### src/rtl/serial_addsub.sv
// Digit-serial adder/subtractor.
// Operands are captured on accept, then processed DIGIT bits per cycle, least
// significant digit first. The carry (add) or borrow (sub) is chained between
// digits. res and the flags are written only when the last digit completes,
// so partial results never appear on res.
module serial_addsub #(
    parameter int WIDTH = 16,
    parameter int DIGIT = 4
) (
    input  logic             clk,
    input  logic             rst_n,
    input  logic             start_valid,
    output logic             start_ready,
    input  logic [WIDTH-1:0] a,
    input  logic [WIDTH-1:0] b,
    input  logic             sub,
    output logic [WIDTH-1:0] res,
    output logic             cb_out,
    output logic             ovf,
    output logic             zero,
    output logic             done
);

    localparam int N     = WIDTH / DIGIT;
    localparam int IDX_W = (N > 1) ? $clog2(N) : 1;
    localparam logic [IDX_W-1:0] LAST_IDX = IDX_W'(N - 1);

    typedef enum logic [1:0] {
        S_IDLE = 2'd0,
        S_RUN  = 2'd1,
        S_DONE = 2'd2
    } state_t;

    state_t           state_q, state_d;
    logic [WIDTH-1:0] a_q, a_d;
    logic [WIDTH-1:0] b_q, b_d;
    logic             sub_q, sub_d;
    logic             chain_q, chain_d;
    logic [IDX_W-1:0] idx_q, idx_d;
    logic [WIDTH-1:0] acc_q, acc_d;
    logic             a_msb_q, a_msb_d;
    logic             b_msb_q, b_msb_d;
    logic [WIDTH-1:0] res_q, res_d;
    logic             cb_out_q, cb_out_d;
    logic             ovf_q, ovf_d;
    logic             zero_q, zero_d;
    logic             done_q, done_d;
    logic             ready_q, ready_d;

    logic [DIGIT-1:0] a_dig_s;
    logic [DIGIT-1:0] b_dig_s;
    logic [DIGIT:0]   dig_ext_s;
    logic             chain_next_s;
    logic [WIDTH-1:0] dig_wide_s;
    logic [WIDTH-1:0] acc_next_s;
    logic             ovf_next_s;

    // One digit of add/sub on the low digit of the operand shift registers.
    always_comb begin
        a_dig_s = a_q[DIGIT-1:0];
        b_dig_s = b_q[DIGIT-1:0];
        if (sub_q) begin
            // Top bit of the extended difference is the borrow out of this digit.
            dig_ext_s = {1'b0, a_dig_s} - {1'b0, b_dig_s} - {{DIGIT{1'b0}}, chain_q};
        end else begin
            dig_ext_s = {1'b0, a_dig_s} + {1'b0, b_dig_s} + {{DIGIT{1'b0}}, chain_q};
        end
        chain_next_s = dig_ext_s[DIGIT];
        // New digit enters at the top; after N shifts the LSB digit sits at bit 0.
        dig_wide_s   = WIDTH'(dig_ext_s[DIGIT-1:0]);
        dig_wide_s   = dig_wide_s << (WIDTH - DIGIT);
        acc_next_s   = (acc_q >> DIGIT) | dig_wide_s;
        if (sub_q) begin
            ovf_next_s = (a_msb_q != b_msb_q) && (acc_next_s[WIDTH-1] != a_msb_q);
        end else begin
            ovf_next_s = (a_msb_q == b_msb_q) && (acc_next_s[WIDTH-1] != a_msb_q);
        end
    end

    // Next-state and next-output computation for the IDLE/RUN/DONE sequencer.
    always_comb begin
        state_d  = state_q;
        a_d      = a_q;
        b_d      = b_q;
        sub_d    = sub_q;
        chain_d  = chain_q;
        idx_d    = idx_q;
        acc_d    = acc_q;
        a_msb_d  = a_msb_q;
        b_msb_d  = b_msb_q;
        res_d    = res_q;
        cb_out_d = cb_out_q;
        ovf_d    = ovf_q;
        zero_d   = zero_q;
        done_d   = 1'b0;
        case (state_q)
            S_IDLE, S_DONE: begin
                if (start_valid) begin
                    a_d     = a;
                    b_d     = b;
                    sub_d   = sub;
                    a_msb_d = a[WIDTH-1];
                    b_msb_d = b[WIDTH-1];
                    chain_d = 1'b0;
                    idx_d   = {IDX_W{1'b0}};
                    acc_d   = {WIDTH{1'b0}};
                    state_d = S_RUN;
                end else begin
                    state_d = S_IDLE;
                end
            end
            S_RUN: begin
                a_d     = a_q >> DIGIT;
                b_d     = b_q >> DIGIT;
                chain_d = chain_next_s;
                acc_d   = acc_next_s;
                if (idx_q == LAST_IDX) begin
                    state_d  = S_DONE;
                    res_d    = acc_next_s;
                    cb_out_d = chain_next_s;
                    ovf_d    = ovf_next_s;
                    zero_d   = (acc_next_s == {WIDTH{1'b0}});
                    done_d   = 1'b1;
                end else begin
                    idx_d   = idx_q + IDX_W'(1);
                    state_d = S_RUN;
                end
            end
            default: begin
                state_d = S_IDLE;
            end
        endcase
        ready_d = (state_d != S_RUN);
    end

    // State, datapath and output registers with synchronous active-low reset.
    always_ff @(posedge clk) begin
        if (!rst_n) begin
            state_q  <= S_IDLE;
            a_q      <= {WIDTH{1'b0}};
            b_q      <= {WIDTH{1'b0}};
            sub_q    <= 1'b0;
            chain_q  <= 1'b0;
            idx_q    <= {IDX_W{1'b0}};
            acc_q    <= {WIDTH{1'b0}};
            a_msb_q  <= 1'b0;
            b_msb_q  <= 1'b0;
            res_q    <= {WIDTH{1'b0}};
            cb_out_q <= 1'b0;
            ovf_q    <= 1'b0;
            zero_q   <= 1'b0;
            done_q   <= 1'b0;
            ready_q  <= 1'b1;
        end else begin
            state_q  <= state_d;
            a_q      <= a_d;
            b_q      <= b_d;
            sub_q    <= sub_d;
            chain_q  <= chain_d;
            idx_q    <= idx_d;
            acc_q    <= acc_d;
            a_msb_q  <= a_msb_d;
            b_msb_q  <= b_msb_d;
            res_q    <= res_d;
            cb_out_q <= cb_out_d;
            ovf_q    <= ovf_d;
            zero_q   <= zero_d;
            done_q   <= done_d;
            ready_q  <= ready_d;
        end
    end

    assign start_ready = ready_q;
    assign res         = res_q;
    assign cb_out      = cb_out_q;
    assign ovf         = ovf_q;
    assign zero        = zero_q;
    assign done        = done_q;

endmodule
### config.mk
export PLATFORM = sky130hd
export DESIGN_NAME = serial_addsub
export DESIGN_NICKNAME = d
export VERILOG_FILES = /design/src/rtl/serial_addsub.sv
export SDC_FILE = /design/constraint.sdc
export NUM_CORES = 1
export LEC_CHECK = 0
export CAP_MARGIN = 20
export CORE_MARGIN = 3
export CORE_UTILIZATION = 55
export CTS_CLUSTER_SIZE = 16
export DETAILED_ROUTE_END_ITERATION = 10
export PLACE_DENSITY = 0.83
export RECOVER_POWER = 25
export SYNTH_ARGS = -nofsm -noshare
export SYNTH_HDL_FRONTEND = slang
export SYNTH_SLANG_ARGS = --single-unit
### constraint.sdc
create_clock -name clk -period 4.42 [get_ports clk]
set_input_delay 0.884 -clock clk [delete_from_list [all_inputs] [get_ports clk]]
set_output_delay 0.884 -clock clk [all_outputs]
set_load 0.1 [all_outputs]
==> results of run 1 <==
power by group:
group	switching, mW	leakage, nW	internal (mW)
Clock	0.272	0.121	0.381
Combinational	0.134	0.800	0.0996
Sequential	0.0278	0.596	0.692
stage by stage:
stage                     worst slack (ps)  hold slack (ps)  std cells  power, mW  instance area (um^2)
after floorplan                       2380              437        380      0.890                  3180
after global placement                1810              443        482      0.954                  3710
after detailed placement              1760              449        482      0.963                  3710
after CTS                             1680              460        498       1.61                  3950
after global routing                  1030              481        498       1.66                  3950
final                                 1300              460        498       1.61                  3950
per-layer routing:
metal	GRT usage [%]	wire length (um)	share of wire, %
met1	30.4	3160	45
met4	8.31	110	1.6
met5	0	0	0
met2	34.1	3370	48
met3	5.26	424	6.0
flip-flops by register name, summed over array words and instances (netlist names):
| name | count |
|---|---|
| acc_q | 12 |
| done | 1 |
| sub_q | 1 |
| b_msb_q | 1 |
| ovf | 1 |
| chain_q | 1 |
| state_q | 2 |
| a_msb_q | 1 |
| b_q | 16 |
| zero | 1 |
| a_q | 16 |
| idx_q | 2 |
| start_ready | 1 |
| cb_out | 1 |
| res | 16 |
synthesized netlist by cell type, types with 7 or more instances:
| library cell | count | area, um^2 |
|---|---|---|
| nand2_1 | 90 | 338 |
| dfxtp_1 | 73 | 1460 |
| nor2_1 | 52 | 195 |
| a311oi_1 | 24 | 210 |
| a21oi_1 | 23 | 115 |
| a22oi_1 | 16 | 120 |
| buf_2 | 13 | 65.1 |
| clkbuf_1 | 11 | 41.3 |
| inv_1 | 11 | 41.3 |
| ha_1 | 10 | 125 |
| o21ai_0 | 7 | 35.0 |
cell families (layout without fill, tap and decap cells):
| group | Yosys count | after routing | share of synthesized area (%) |
|---|---|---|---|
| adders and majority gates | 14 | 14 | 6.45 |
| DFF | 73 | 73 | 45.9 |
| xor gates and xnor gates | 4 | 4 | 1.10 |
| AOI/OAI and AO/OA | 86 | 86 | 19.4 |
| muxes | 1 | 1 | 0.315 |
| and+or+nand+nor | 162 | 162 | 20.8 |
| buffers and inverters | 40 | 86 | 5.98 |
path summary, 6_finish.rpt:
path | from | to | slack [ps]
setup reg to reg | b_q[0] | zero | 2020
setup / recovery | start_valid | acc_q[15] | 1300
hold reg to reg | res[15] | res[15] | 460
hold / removal | res[15] | res[15] | 460
tightest hold or removal path, stage by stage (launching register included):
cell and delay (ps):
dfxtp_1 320, nand2_1 50, a21oi_1 50
final cells by class:
type	count	area, um^2
sequential	73	1460
timing repair buffer	58	572
fill	454	1590
clock buffer	9	124
tap	72	90.1
multi-input combinational	267	1530
inverter	12	45.0
clock inverter	7	124
==> reports/results.ini, run 1 <==
[place]
gp_congestion = 0.778
dp_hpwl_um = 4650
port_buffers = 56

[detailed_routing]
post-route-drc-count = 0
ant_nets = 0
routed_wl_um = 7060
drtPass1Iterations = 5
wl_per_cell_um = 14.2
num_vias = 2762
drt_iter0_drc = 229
via_per_inst = 5.55

[final_layout]
final_cell_mix = nand2_1, dfxtp_1, clkdlybuf4s50_1
antenna_cells = 0
utilization_pct = 71.3
areaGrowthSynthToFinish_pct = 24.2
mostFrequentLayoutCell = nand2_1
layout-drive-gt1-share_pct = 5.16
nets = 471

[synthesis]
ys_ff_latch = 73
seq_area_frac_synth_pct = 45.9
synth_cells = 380
synth-main-ff-cell = dfxtp_1
synth-edff-count = 0
ys_async_sr_fraction_pct = 0
avgSynthCellArea_um2 = 8.37
synth_nets = 430
syn_area_um2 = 3180
yosys_warnings = 0
synth_cell_type_count = 38

[critical_path]
slowest_delay_ps = 1100
timing.critical_path.arrival_ps = 3290
crit_buf_inv = 3
worstSetupPathType = input pin to flop
critical_path.cell_chain = dlygate4sd3_1, nor2b_2, clkbuf_1, nor2_1, buf_4, a22oi_1, nor2_1
worstSetupStartpointType = input pin
crit_cells = 7
path_delay_family = buffers and inverters
crit_path_end_kind = flop
worstPathRequired_ps = 4590
r2r_cells = 8
cp_slowest_cell = clkbuf_1
worstPathMaxFanout = 37
path_common_cell = nor2_1

[power_and_ir_drop]
powerDensity_nw_per_um2 = 406
cellLeakagePower_nw = 1.52
vdd_drop_max_v = 0.000260

[clock_tree]
clock_sinks = 73
cts_tree = yes
postCtsHoldBufs = 0
clk_latency_ps = 360
post_cts_resized = 0
cts_setup_buffers = 0
clk_pin_slew_ps = 80
cts_buffers = 9
ctsRootBufferMaster = clkbuf_8
cts_htree_levels = 3
cts_buffer_depth = 2

[timing]
period_needed_ps = 3120
tightest_slew_ps = 1840
skew_ps = 11.2
setup_violations = 0
relSlewSlack_pct = -22.8
fin_crit_sh_pct = 70.6
finalHoldViolations = 0
tns_ps = 0
slew_viol_final = 101
rsz0062_at_grt = no
fmax_mhz = 320

[floorplanning]
pin_count = 57
core-area_um2 = 5540
die_y_um = 82.0
chipWidth_um = 82.0
initial_utilization_pct = 57.4
fp-row-count = 27
die_area_um2 = 6730

[grt]
grt_pass1_wl_um = 11500
grt_use_total_pct = 22.3
grt_pass1_vias = 2452
grt_max_degree = 63
overflow = 0
antenna_found_initial = 0

[outcome]
status = finished, violations left
violations = capacitance limit, slew limit

[min_path]
hold_depth = 2
hold_path_class = flop to flop

[run]
drv_cap = 2

(Power assumes the default switching activity.)
==> run 2: changes to the inputs <==
CORE_UTILIZATION = 52   (was 55)
PLACE_DENSITY = 0.79   (was 0.83)
clock period = 3.2 ns   (was 4.42 ns; I/O delays follow)
==> reports/results.ini, run 2 (synthesis results as in run 1) <==
[power_and_ir_drop]
powerDensity_nw_per_um2 = 552
p_int_mw = 1.55
power_switching_mw = 0.552
power.share.clock_pct = 37.3
power_mw = 2.11
pwr-share-seq_pct = 47.2
cellLeakagePower_nw = 1.48
switching_share_pct = 26.2
vdd_drop_max_v = 0.000402
p_comb_share_pct = 15.5

[timing]
tightest_slew_ps = 1210
skew_ps = 9.81
slew_viol_final = 0
relSlewSlack_pct = 19.6
tns_ps = 0
fmax_mhz = 433
fin_crit_sh_pct = 72.1
period_needed_ps = 2310
rsz0062_at_grt = no
finalHoldViolations = 0
setup_violations = 0

[critical_path]
r2r_cells = 8
crit_path_end_kind = flop
worstPathRequired_ps = 3440
r2r_slack_ps = 890
worstSetupPathType = flop to flop
worstPathMaxFanout = 3
worstSetupStartpointType = flop
timing.critical_path.arrival_ps = 2540

[grt]
grt_pass1_vias = 2609
grt_max_degree = 55
overflow = 0
antenna_found_initial = 0
grt_use_total_pct = 21.3
grt_pass1_wl_um = 12300

[final_layout]
mostFrequentLayoutCell = nand2_1
antenna_cells = 0
final_cells = 501
utilization_pct = 66.8
layout.area.seq_um2 = 1460
fin_area_um2 = 3810
areaGrowthSynthToFinish_pct = 19.9
fill_cells = 490
final_cell_mix = nand2_1, dfxtp_1, nor2_1
nets = 474
layout-drive-gt1-share_pct = 5.83
multi_input_area_um2 = 1530

[clock_tree]
postCtsHoldBufs = 0
cts_buffers = 9
post_cts_resized = 0
cts_buffer_depth = 2
clk_latency_ps = 340
cts_htree_levels = 3
cts_setup_buffers = 0
cts_tree = yes
clk_pin_slew_ps = 80
ctsRootBufferMaster = clkbuf_8
clock_sinks = 73

[min_path]
hold_path_class = flop to flop
hold_depth = 2

[detailed_routing]
drtPass1Iterations = 4
drt_iter0_drc = 201
num_vias = 2781
post-route-drc-count = 0
via_per_inst = 5.55
wl_met1_um = 3240
route.met3.wl_um = 466
ant_nets = 0
highest_layer = met4
wl_met2_um = 3370
routed_wl_um = 7220
wl_per_cell_um = 14.4

[place]
port_buffers = 56
gp_congestion = 0.812
placed_cells = 485
place_area_um2 = 3680
dp_hpwl_um = 5040

[floorplanning]
initial_utilization_pct = 55.7
die_area_um2 = 7090
core-area_um2 = 5710
die_y_um = 84.2
pin_count = 57
chipWidth_um = 84.2
fp-row-count = 27

[outcome]
status = complete, no violations

[run]
drv_cap = 0

run 2: path summary, 6_finish.rpt:
| path | from | endpoint |
|---|---|---|
| worst min-delay path | res[8] | res[8] |
| worst max register to register | b_q[0] | chain_q |
| worst max-delay path | b_q[0] | chain_q |
| worst min register to register | res[8] | res[8] |
run 2: power groups by stage:
stage          Combinational [mW]  Clock, mW  Sequential [mW]
4_1_cts                     0.327      0.796            0.995
2_1_floorplan               0.218          0             1.01
5_1_grt                     0.364      0.843             1.00
3_3_place_gp                0.314          0             1.01
3_5_place_dp                0.325          0             1.02
6_report                    0.326      0.786            0.994
run 2: area by class of cell:
cell class	count	share of cell area, %
multi-input cells	267	40.1
clock buffers	11	3.71
well taps	72	2.36
repair buffers	61	12.2
inverters	12	1.18
clock inverters	5	2.07
flip-flops and latches	73	38.3
run 2: worst max-delay path, cell delays in order (launching register included):
cell	delay [ps]
dfxtp_1	380
inv_1	80
fa_1	440
fa_1	430
nand2b_1	160
a21oi_1	170
xnor2_1	190
a211oi_1	130
o21a_1	230
run 2: per-layer routing:
metal	track usage (%)	up-vias
met4	6.58	0
met2	33.7	88
met5	0	-
met1	27.8	1289
met3	6.87	16
li1	-	1388
run 2: metrics by stage:
step | setup WS (ps) | hold WS, ps
after global placement | 867 | 447
final | 893 | 457
after CTS | 898 | 461
after floorplan | 1160 | 437
after detailed placement | 831 | 450
after global routing | 723 | 483
==> run 3: changes to the inputs <==
CORE_UTILIZATION = 47   (was 52)
PLACE_DENSITY = 0.75   (was 0.79)
clock period = 2.05 ns   (was 3.2 ns; I/O delays follow)
==> reports/results.ini, run 3 (synthesis results as in run 1) <==
[final_layout]
layout-drive-gt1-share_pct = 16.0
mostFrequentLayoutCell = nand2_1
fin_area_um2 = 4100
antenna_cells = 0
nets = 483
areaGrowthSynthToFinish_pct = 28.9
final_cells = 515
final_cell_mix = nand2_1, dfxtp_1, nor2_1

[floorplanning]
die_y_um = 88.3
chipWidth_um = 88.3
pin_count = 57
initial_utilization_pct = 49.2
core-area_um2 = 6460
die_area_um2 = 7790
fp-row-count = 29

[detailed_routing]
routed_wl_um = 7420
num_vias = 2775
wl_met2_um = 3550
via_per_inst = 5.39
post-route-drc-count = 0
wl_per_cell_um = 14.4
wl_met1_um = 3360
highest_layer = met4
drt_iter0_drc = 172
route.met3.wl_um = 422
drtPass1Iterations = 4
ant_nets = 0

[place]
dp_hpwl_um = 5060
gp_congestion = 0.836
place_area_um2 = 3800
placed_cells = 497
port_buffers = 56

[grt]
grt_pass1_vias = 2601
grt_max_degree = 55
grt_pass1_wl_um = 11900
grt_use_total_pct = 19.7
overflow = 0
antenna_found_initial = 0

[timing]
fmax_mhz = 479
tightest_slew_ps = 702
setup_violations = 4
tns_ps = -95.0
period_needed_ps = 2090
finalWorstSetupSlack_ps = -39.2
slew_viol_final = 0
relSlewSlack_pct = 53.2
fin_crit_sh_pct = 102
rsz0062_at_grt = yes
finalHoldViolations = 0
skew_ps = 8.66

[clock_tree]
clock_sinks = 73
cts_tree = yes
clk_latency_ps = 350
cts_buffers = 9
cts_htree_levels = 3
ctsRootBufferMaster = clkbuf_8
clk_pin_slew_ps = 80
cts_buffer_depth = 2

[critical_path]
worstSetupStartpointType = flop
critical_path.cell_chain = fa_2, inv_2, ha_4, o21ai_2, buf_4, nand4_1, o2111ai_4, nand4bb_1, a21oi_2
timing.critical_path.arrival_ps = 2340
r2r_slack_ps = -40
reg2reg_from = chain_q
crit_path_end_kind = flop
worstSetupStartpoint = chain_q
r2r_end = zero
slowest_delay_ps = 600
worstSetupPathType = flop to flop
crit_path_end = zero
cp_slowest_cell = fa_2
worstPathMaxFanout = 5
r2r_cells = 9
worstPathRequired_ps = 2300

[outcome]
status = finished, violations left
violations = setup timing

[power_and_ir_drop]
power.share.clock_pct = 37.1
power_switching_mw = 0.933
power_mw = 3.42
pwr-share-seq_pct = 45.4
switching_share_pct = 27.2
p_int_mw = 2.49
p_comb_share_pct = 17.5
powerDensity_nw_per_um2 = 835
cellLeakagePower_nw = 1.63
vdd_drop_max_v = 0.000716

[run]
drv_cap = 0

[min_path]
hold_path_class = flop to flop
hp-start = res[0]

==> run 3: cell types whose count changed in the layout (fill, tap and decap cells not counted), sizes merged <==
| cell | delta |
|---|---|
| clkinv | -2 |
| clkbuf | -18 |
| buf | +26 |
| clkinvlp | +3 |
==> run 3: final cells by class <==
cell class / count / area [um^2]
clock buffer: 10 / 138
clock inverter: 6 / 91.3
fill: 581 / 2360
inverter: 12 / 45.0
multi-input combinational: 267 / 1610
sequential: 73 / 1470
tap: 77 / 96.3
timing repair buffer: 70 / 651
==> run 3: through the flow <==
step | setup WS, ps | hold WS (ps) | util, %
floorplan | 11.8 | 437 | -
global placement | -54.7 | 447 | 58.8
finish | -39.2 | 457 | 63.5
CTS | 1.42 | 462 | 62.8
detailed placement | -131 | 451 | 58.8
global route | -122 | 484 | 63.5
==> run 3: power groups by stage <==
| stage | Combinational, mW | Clock [mW] | Sequential (mW) |
|---|---|---|---|
| 3_3_place_gp | 0.528 | 0 | 1.58 |
| 2_1_floorplan | 0.341 | 0 | 1.58 |
| 6_report | 0.599 | 1.27 | 1.55 |
| 5_1_grt | 0.657 | 1.36 | 1.57 |
| 3_5_place_dp | 0.537 | 0 | 1.58 |
| 4_1_cts | 0.562 | 1.30 | 1.55 |
==> run 3: worst max-delay path, delay by kind of cell, from the launching register on <==
family	cells	cell delay, ps
fa+ha+maj	2	750
compound gates	3	400
buf+inv	2	190
simple gates	2	320
flops	1	340
==> run 3: worst min-delay path by stage <==
stage,cells after the start,slack (ps),to
4_1_cts,2,460,res[0]
2_1_floorplan,2,440,a_q[15]
5_1_grt,2,480,b_q[15]
3_5_place_dp,2,450,res[0]
3_3_place_gp,2,450,res[8]
6_report,2,460,res[0]
==> run 3: what timing repair did <==
item                       in CTS  in global routing
hold buffers                    0                  0
buffers inserted                0                  2
pin swaps                       5                 11
setup endpoints to repair       6                  8
resized for setup              10                 12
==> run 3: per-layer routing <==
layer | vias to the layer above | global-route usage, %
li1 | 1405 | -
met1 | 1283 | 25.1
met2 | 76 | 31.9
met3 | 11 | 6.33
met4 | 0 | 6.32
met5 | - | 0
